[config.mk]
export PLATFORM = sky130hd
export DESIGN_NAME = lifo
export DESIGN_NICKNAME = d
export VERILOG_FILES = /design/src/rtl/lifo.sv
export SDC_FILE = /design/constraint.sdc
export NUM_CORES = 1
export LEC_CHECK = 0
export BUFFER_PORTS_ARGS = -buffer_cell sky130_fd_sc_hd__buf_2
export CAP_MARGIN = 5
export CORE_AREA = 2 2 117 119
export CTS_CLUSTER_SIZE = 28
export DETAILED_ROUTE_END_ITERATION = 7
export DIE_AREA = 0 0 119 121
export GPL_ROUTABILITY_DRIVEN = 0
export PLACE_DENSITY = 0.76
export SLEW_MARGIN = 10
export SYNTH_ARGS = -nofsm -noshare
export SYNTH_HDL_FRONTEND = slang
export SYNTH_SLANG_ARGS = --single-unit
[constraint.sdc]
create_clock -name clk -period 6 [get_ports clk]
set_input_delay 0.3 -clock clk [delete_from_list [all_inputs] [get_ports clk]]
set_output_delay 0.3 -clock clk [all_outputs]
set_load 0.005 [all_outputs]
[src/rtl/lifo.sv]
// lifo: registered-output stack with push/pop bypass; define LIFO_ERR_FLAG_EN to add the err output
module lifo #(
    parameter int DATA_WIDTH = 10,
    parameter int DEPTH      = 16
) (
    input  logic                  clk,
    input  logic                  reset,
    input  logic                  write,
    input  logic [DATA_WIDTH-1:0] datain,
    input  logic                  read,
    output logic [DATA_WIDTH-1:0] dataout,
    output logic                  val,
`ifdef LIFO_ERR_FLAG_EN
    output logic                  err,
`endif
    output logic                  full
);
    localparam int AW = $clog2(DEPTH);

    logic [DATA_WIDTH-1:0] mem_q [DEPTH];
    logic [AW:0]           count_q, count_d;
    logic [DATA_WIDTH-1:0] dout_q, dout_d;
    logic                  val_q, val_d;
    logic                  push, pop, byp;
    logic [AW-1:0]         top;

    assign full    = count_q == (AW+1)'(DEPTH);
    assign dataout = dout_q;
    assign val     = val_q;

    // decode the request and compute next count, data and valid
    always_comb begin
        byp     = read & write;
        push    = write & ~read & ~full;
        pop     = read & ~write & (count_q != '0);
        top     = count_q[AW-1:0] - AW'(1);
        count_d = push ? count_q + (AW+1)'(1) : pop ? count_q - (AW+1)'(1) : count_q;
        dout_d  = byp ? datain : pop ? mem_q[top] : dout_q;
        val_d   = byp | pop;
    end

    // storage needs no reset: only entries below count are ever read
    always_ff @(posedge clk) begin
        if (!reset && push) mem_q[count_q[AW-1:0]] <= datain;
    end

    // control and output registers
    always_ff @(posedge clk) begin
        if (reset) begin
            count_q <= '0;
            dout_q  <= '0;
            val_q   <= 1'b0;
        end else begin
            count_q <= count_d;
            dout_q  <= dout_d;
            val_q   <= val_d;
        end
    end

`ifdef LIFO_ERR_FLAG_EN
    logic err_q;
    assign err = err_q;

    // flag a push while full or a pop while empty for one cycle
    always_ff @(posedge clk) begin
        if (reset) err_q <= 1'b0;
        else       err_q <= (write & ~read & full) | (read & ~write & (count_q == '0));
    end
`endif
endmodule

# --- Word level (Yosys, flattened, before mapping) ---
# Memories as Yosys holds them, arrays and structs flattened.
# Cells that the tools add are included.
word_totals:
  reg_bits: 16
  latch_bits: 0
  ram_bits: 160
  romBits: 0
  output_inout_bits: 12
  word_cells: 28
  mem_count: 1
op_classes:
  add_sub_neg: 3
  n_mul: 0
  div_mod_pow: 0
  order_cmp: 0
  eq_ne: 1
  shifts: 0
  mux: 6
  bitwise_logic: 9
  reduce_logical: 5
memory_table:
  columns: ["name", "depth", "width", "read_ports", "rd_clocked_by_memory_dff", "wr", "line", "text"]
  rows:
  - ["mem_q", 16, 10, 1, 0, 1, "20", "logic [DATA_WIDTH-1:0] mem_q [DEPTH];"]
ops:
  columns: ["operator", "count"]
  rows:
  - ["10-bit two-way mux", 2]
  - ["5-bit two-way mux", 2]
  - ["5-bit by 1-bit adder with 5-bit output (second input constant)", 1]
  - ["1-bit AND", 5]
  - ["5-bit == test (second input constant)", 1]
  - ["5-bit nonzero test", 1]
  - ["5-bit by 1-bit subtractor with 5-bit output (second input constant)", 1]
  - ["2-bit nonzero test", 2]
  - ["4-bit by 1-bit subtractor with 4-bit output (second input constant)", 1]
  - ["1-bit inverter", 3]
  - ["1-bit two-way mux", 2]
  - ["1-bit logical AND", 1]
  - ["1-bit zero test", 1]
  - ["1-bit bitwise OR", 1]

# --- Longest topological paths before layout ---
# Gate-level depths: netlist of the first run.
depth:
  word_depth: 6
  mapped_depth: 11
  depth_no_buf: 9

# --- Least setup slack after synthesis of the first run ---
# OpenSTA, ideal clock, no wires.
synth_timing:
  path_type: "reg-to-reg"
  start: "register count_q[0]"
  end: "memory mem_q[3][0], enable pin"
  arrival_ns: 2.642
  path_slack_ns: 2.968
  stages_incl_launch_ff: 9
  synth_period_minus_slack_ns: 3.032
  cell_sequence: "dfxtp_1 buf_6 buf_2 inv_1 ha_1 a311o_1 nor2_1 nand2_1 nor3_1"
synth_via:
  elab_chain_cells: 6
synth_lines:
  columns: ["element", "line", "text"]
  rows:
  - ["start, declared", "21", "logic [AW:0] count_q, count_d;"]
  - ["start signal, assigned", "54", "count_q <= count_d;"]
  - ["5-bit == test", "27", "assign full = count_q == (AW+1)'(DEPTH);"]
  - ["1-bit inverter", "34", "push = write & ~read & ~full;"]
  - ["1-bit AND", "34", null]
  - ["1-bit logical AND", "44", "if (!reset && push) mem_q[count_q[AW-1:0]] <= datain;"]
  - ["1-bit two-way mux", "44", null]
  - ["1-bit two-way mux (not written as such)", "44", null]
  - ["end, declared", "20", null]
# Several ways; a longest one is shown, not always the timed one.

# --- Final worst setup path of the first run ---
layout_timing:
  start: "register count_q[1]"
  end: "register dout_q[7] (netlist: dataout[7])"
layout_via:
  elab_chain_cells: 4
  elab_cells_between_ends: 7
layout_lines:
  columns: ["element", "line", "text"]
  rows:
  - ["4-bit by 1-bit subtractor with 4-bit output", "36", "top = count_q[AW-1:0] - AW'(1);"]
  - ["memory 16 x 10 bit", null, null]
  - ["10-bit two-way mux (2 in a row)", "38", "dout_d = byp ? datain : pop ? mem_q[top] : dout_q;"]
  - ["end signal, assigned", "55", "dout_q <= dout_d;"]
  - ["end, declared", "22", "logic [DATA_WIDTH-1:0] dout_q, dout_d;"]
# Several ways; a longest one is shown, not always the timed one. The select of a mux whose other input is x is not followed.
# A chain may end at the register's enable or synchronous reset.

==> results of run 1 <==
[kinds of logic (layout without fill, tap and decap cells)]
kind of cell | after synthesis | in the layout | synth area share, %
xor+xnor | 6 | 6 | 0.746
buf+inv | 25 | 70 | 1.53
compound gates | 58 | 58 | 6.72
flops | 176 | 176 | 72.8
simple gates | 53 | 53 | 3.73
mux | 40 | 40 | 12.8
fa+ha+maj | 9 | 9 | 1.71
[power groups by stage]
| stage | sequential (W) | combinational (W) | clock, W |
|---|---|---|---|
| floorplan | 0.00149 | 0.000965 | 0 |
| global placement | 0.00152 | 0.00127 | 0 |
| detailed placement | 0.00152 | 0.00128 | 0 |
| CTS | 0.00150 | 0.00129 | 0.00112 |
| global route | 0.00151 | 0.00138 | 0.00117 |
| finish | 0.00150 | 0.00129 | 0.00111 |
[final cells by class]
class	count	share of cell area (%)
Timing Repair Buffer	31	2.14
Clock inverter	15	2.14
Inverter	7	0.330
Sequential cell	176	64.5
Multi-Input combinational cell	166	22.8
Clock buffer	17	5.35
Tap cell	176	2.77
[synth_stat cells (all sizes together) (2+ instances only)]
library cell	count	area (µm²)
buf	10	51.3
nor2	19	71.3
ha	8	100
a21o	2	15.0
dfxtp	16	320
a21oi	5	25.0
o31ai	2	28.8
nor2b	9	56.3
mux4	40	901
nand2	11	41.3
a221oi	20	181
a211oi	11	87.6
clkbuf	8	30.0
a41oi	2	25.0
inv	6	22.5
and2	2	15.0
o22ai	11	75.1
edfxtp	160	4800
xnor2	5	43.8
o21ai	2	10.0
nor3	4	20.0
or3	2	17.5
[registers in the layout (all words and copies together) (netlist names)]
signal   count
count_q      5
dataout     10
mem_q      160
val          1
[per-layer routing]
layer / vias up / part of all wire, % / GRT usage (%)
li1: 1591 / - / -
met1: 1894 / 41 / 31.8
met2: 248 / 48 / 33.7
met3: 28 / 9.1 / 5.36
met4: 0 / 2.3 / 8.93
met5: - / 0 / 0
[final timing paths]
check,endpoint,cells past startpoint
worst min register to register,count_q[4]$_SDFFE_PP0P_,2
worst min-delay path,count_q[1]$_SDFFE_PP0P_,2
worst max-delay path,dataout[7]$_SDFFE_PP0P_,6
worst max register to register,dataout[7]$_SDFFE_PP0P_,6
[metrics by stage]
stage | power [W] | hold slack, ns | instance area (µm²)
floorplan | 0.00245 | 0.399 | 7040
global placement | 0.00279 | 0.551 | 7350
detailed placement | 0.00280 | 0.568 | 7350
CTS | 0.00390 | 0.245 | 7950
global route | 0.00406 | 0.277 | 7950
finish | 0.00389 | 0.275 | 7950
[worst max-delay path, cell delays in order, from the launching register on]
cell and delay (ns):
dfxtp_1 0.48, inv_1 0.14, ha_1 0.94, buf_4 0.44, mux4_2 0.39, a221oi_1 0.39, a211oi_1 0.14
==> results.txt, run 1 <==
Setup TNS -> 0 ns
clk sink count -> 176
Hold Startpoint -> reset
reg2reg setup slack -> 2.93 ns
sequential-to-total area share from yosys stat -> 72.8%
Worst Skew -> 0.0103 ns
Final Instance Count excl. Fillers -> 588
Sequential Power Share -> 38.5%
final setup fails -> 0
fill cell count -> 916
GRT Total Usage -> 22.3%
Setup crit end kind -> flip-flop
num rows -> 42
RSZ-0062 raised after global routing -> false
insertion delay to the later sink of the worst-skew pair -> 0.43 ns
Worst-Margin Slew -> 1.03 ns
Post-synth EDFFs -> 160
pwr dens -> 489 nW/µm²
Unique masters post-synth -> 43
largest net degree at the start of global routing -> 48
leakage power -> 2.53 nW
die width -> 119 µm
reg-to-reg startpoint -> count_q[1]$_SDFFE_PP0P_
Initial Util -> 53.8%
internal power -> 0.00265 W
CP startpoint kind -> flip-flop
Hold Vio Cnt, Final -> 0
CTS tree -> done
Reg area -> 5130 µm²
CP startpoint -> count_q[1]$_SDFFE_PP0P_
post_cts resized -> 0
Seq cells post-synth -> 176
most frequent cells in the layout -> edfxtp_1, mux4_2, buf_2, nor2_1, a221oi_1
Vias/cell -> 6.40
IO Port Bufs -> 25
CTS buffer count -> 17
layout cell share with drive strength beyond 1 -> 26.9%
Synth-to-Final Area Change -> 12.9%
ant diodes -> 0
drc violations -> 0
setup slack after layout -> 2.93 ns
outcome -> finished clean
worst setup path category -> reg2reg
routed length per placed instance -> 25.1 µm
fin util -> 60.8%
Clk pwr share -> 28.4%
Fmax -> 0.326 GHz
Worst slew margin -> 31.4%
Ports -> 26
Worst Path Max Fanout -> 21
switching share of power -> 31.9%
critical path required time -> 6.30 ns
H-tree Lvls -> 4
post-DP HPWL -> 9.31 mm
die height -> 121 µm
max_cap viols -> 0
maximum resistive drop on vdd -> 0.230 mV
initial drt markers -> 512
layout net count -> 422
CTS max path bufs -> 2
part of the cycle the worst path needs -> 51.2%
Worst-path clk slew -> 0.07 ns
worst min-delay path category -> in2reg
cell area after synthesis -> 7040 µm²
Pre-antenna DRT Iters -> 5
placed cells -> 556
CTS root buffer -> clkbuf_16
DIE AREA -> 14400 µm²
Vias -> 3761
Ys Warns -> 0
core area -> 13100 µm²
Psw -> 0.00124 W
syn_nets -> 390
area of the multi-input gates -> 1810 µm²
Setup Buffers After CTS -> 0
synthesized instance count -> 367
Critical Path AT -> 3.37 ns
share of flip-flops with an asynchronous set or reset -> 0%
commonest non-fill, non-tap cell in the layout -> edfxtp_1
hold_buf cts -> 0
fin. max-slew vios -> 0
ys flop type -> edfxtp_1
min Tclk post-route -> 3.07 ns
number of antenna violations at the first check in global routing -> 0
Logic pwr share -> 33.1%
Syn Area/Cell -> 19.2 µm²
vias in the first global route -> 3683
global-route wire length before repair -> 22.7 mm
aggregate global routing overflow -> 0
worst slack, placed -> 2.94 ns
post-route antenna net violation count -> 0
total wire length -> 14.8 mm
Power figures use the tool's default switching activity.
==> inputs of run 2 (changes only) <==
--- a/config.mk
+++ b/config.mk
@@ -12,7 +12,7 @@
 export DETAILED_ROUTE_END_ITERATION = 7
 export DIE_AREA = 0 0 119 121
 export GPL_ROUTABILITY_DRIVEN = 0
-export PLACE_DENSITY = 0.76
+export PLACE_DENSITY = 0.78
 export SLEW_MARGIN = 10
 export SYNTH_ARGS = -nofsm -noshare
 export SYNTH_HDL_FRONTEND = slang
==> constraint.sdc (replaced) <==
create_clock -name clk -period 2.6 [get_ports clk]
set_input_delay 0.13 -clock clk [delete_from_list [all_inputs] [get_ports clk]]
set_output_delay 0.13 -clock clk [all_outputs]
set_load 0.005 [all_outputs]
==> results.txt, run 2 (synthesis gave the netlist of run 1 again) <==
outcome -> finished clean
pwr dens -> 1130 nW/µm²
RSZ-0062 raised after global routing -> false
Worst slew margin -> 58.2%
layout cell share with drive strength beyond 1 -> 32.0%
met2 routed WL -> 7.53 mm
H-tree Lvls -> 4
initial drt markers -> 424
internal power -> 0.00627 W
commonest non-fill, non-tap cell in the layout -> edfxtp_1
hold endpoint -> count_q[1]$_SDFFE_PP0P_
Ports -> 26
worst slack, placed -> 0.152 ns
max_cap viols -> 0
num rows -> 42
DIE AREA -> 14400 µm²
Critical Path AT -> 2.75 ns
CTS root buffer -> clkbuf_16
aggregate global routing overflow -> 0
layout net count -> 445
largest net degree at the start of global routing -> 41
Hold Vio Cnt, Final -> 0
part of the cycle the worst path needs -> 94.2%
IO Port Bufs -> 25
Vias/cell -> 6.28
reg2reg setup slack -> 0.15 ns
metal3 WL -> 996 µm
Hold Startpoint -> reset
CP startpoint kind -> flip-flop
Logic pwr share -> 36.0%
CTS tree -> done
fill cell count -> 866
top routing layer in use -> met4
Final Instance Count excl. Fillers -> 611
Max stage delay on crit path -> 0.44 ns
core area -> 13100 µm²
Worst-path clk slew -> 0.06 ns
met1 WL -> 5.81 mm
worst setup path category -> reg2reg
Psw -> 0.00295 W
Reg2Reg Capture Point -> dataout[2]$_SDFFE_PP0P_
global-route wire length before repair -> 23.5 mm
routed length per placed instance -> 24.4 µm
GRT Total Usage -> 22.5%
maximum resistive drop on vdd -> 0.663 mV
ant diodes -> 0
worst path cell trace -> buf_4, or3_4, a41oi_1, clkinv_1, buf_4, a221oi_1, a211oi_1
die width -> 119 µm
worst min-delay path category -> in2reg
final setup fails -> 0
drc violations -> 0
post-route antenna net violation count -> 0
critical path required time -> 2.89 ns
switching share of power -> 32.0%
Setup TNS -> 0 ns
worst r2r path cells -> 7
Fmax -> 0.408 GHz
max FFs per register -> 160
most frequent cells in the layout -> edfxtp_1, mux4_2, buf_4, buf_2
reg-to-reg startpoint -> count_q[0]$_SDFFE_PP0P_
vias in the first global route -> 3953
Clk pwr share -> 27.3%
Pre-antenna DRT Iters -> 5
Area after DPL -> 7550 µm²
setup slack after layout -> 0.150 ns
clk sink count -> 176
post-DP HPWL -> 9.29 mm
placed cells -> 578
CTS max path bufs -> 2
min Tclk post-route -> 2.45 ns
die height -> 121 µm
number of antenna violations at the first check in global routing -> 0
CTS buffer count -> 17
Initial Util -> 53.8%
leakage power -> 2.67 nW
worst hold path depth -> 2
Sequential Power Share -> 36.7%
Setup crit end kind -> flip-flop
post-route cell area -> 8160 µm²
Vias -> 3837
insertion delay to the later sink of the worst-skew pair -> 0.43 ns
Synth-to-Final Area Change -> 15.9%
Worst path slowest cell -> or3_4
Worst Path Max Fanout -> 15
Worst-Margin Slew -> 0.624 ns
fin. max-slew vios -> 0
total wire length -> 14.9 mm
Worst Skew -> 0.00981 ns
most used cell, CP -> buf_4
## run 2: cell count changes in the layout (fill, tap and decap cells not counted), sizes merged
cell,change
buf,+23
bufinv,-1
clkbuf,+5
clkinv,-2
clkinvlp,-4
inv,+2
## run 2: critical path, delay by kind of cell, from the launching register on
family                 cells  cell delay, ns
buffers and inverters      3            0.68
AND/OR/NAND/NOR            1            0.44
flip-flops                 1            0.36
AO/OA/AOI/OAI              3            0.83
## run 2: per-stage QoR
step | power [W] | hold slack [ns] | utilization [%]
2_1_floorplan | 0.00568 | 0.229 | -
3_3_place_gp | 0.00662 | 0.513 | 57.7
3_5_place_dp | 0.00670 | 0.528 | 57.7
4_1_cts | 0.00922 | 0.0866 | 62.3
5_1_grt | 0.00959 | 0.102 | 62.4
6_report | 0.00922 | 0.0955 | 62.4
## run 2: cell type report
class	count	area [µm²]	area share [%]
Multi-Input combinational cell	166	1840	22.5
Timing Repair Buffer	54	355	4.35
Inverter	7	26.3	0.322
Tap cell	176	220	2.70
Sequential cell	176	5130	62.8
Clock inverter	10	129	1.58
Clock buffer	22	464	5.69
## run 2: how the worst max path moves through the flow
| stage | start | cells after the start | to | slack, ns |
|---|---|---|---|---|
| floorplan | count_q[0]$_SDFFE_PP0P_ | 11 | count_q[4]$_SDFFE_PP0P_ | 0.02 |
| global placement | count_q[0]$_SDFFE_PP0P_ | 9 | count_q[4]$_SDFFE_PP0P_ | 0.23 |
| detailed placement | count_q[0]$_SDFFE_PP0P_ | 9 | count_q[4]$_SDFFE_PP0P_ | 0.15 |
| CTS | count_q[0]$_SDFFE_PP0P_ | 9 | count_q[4]$_SDFFE_PP0P_ | 0.13 |
| global route | count_q[0]$_SDFFE_PP0P_ | 9 | count_q[4]$_SDFFE_PP0P_ | 0.01 |
| finish | count_q[0]$_SDFFE_PP0P_ | 7 | dataout[2]$_SDFFE_PP0P_ | 0.15 |
## run 2: what timing repair did
item / in CTS / in global routing
setup endpoints to repair: 0 / 1
hold buffers: 0 / 0
resized for setup: 0 / 3
setup buffers: 0 / 1
## run 2: power groups by stage
stage | sequential [W] | combinational [W] | clock, W
finish | 0.00338 | 0.00332 | 0.00252
global route | 0.00340 | 0.00353 | 0.00267
CTS | 0.00338 | 0.00329 | 0.00255
detailed placement | 0.00344 | 0.00326 | 0
global placement | 0.00343 | 0.00319 | 0
floorplan | 0.00343 | 0.00225 | 0
## run 2: layer usage
metal	track usage, %	vias up
li1	-	1634
met1	29.1	1994
met2	36.3	175
met3	5.08	34
met4	11.5	0
met5	0	-
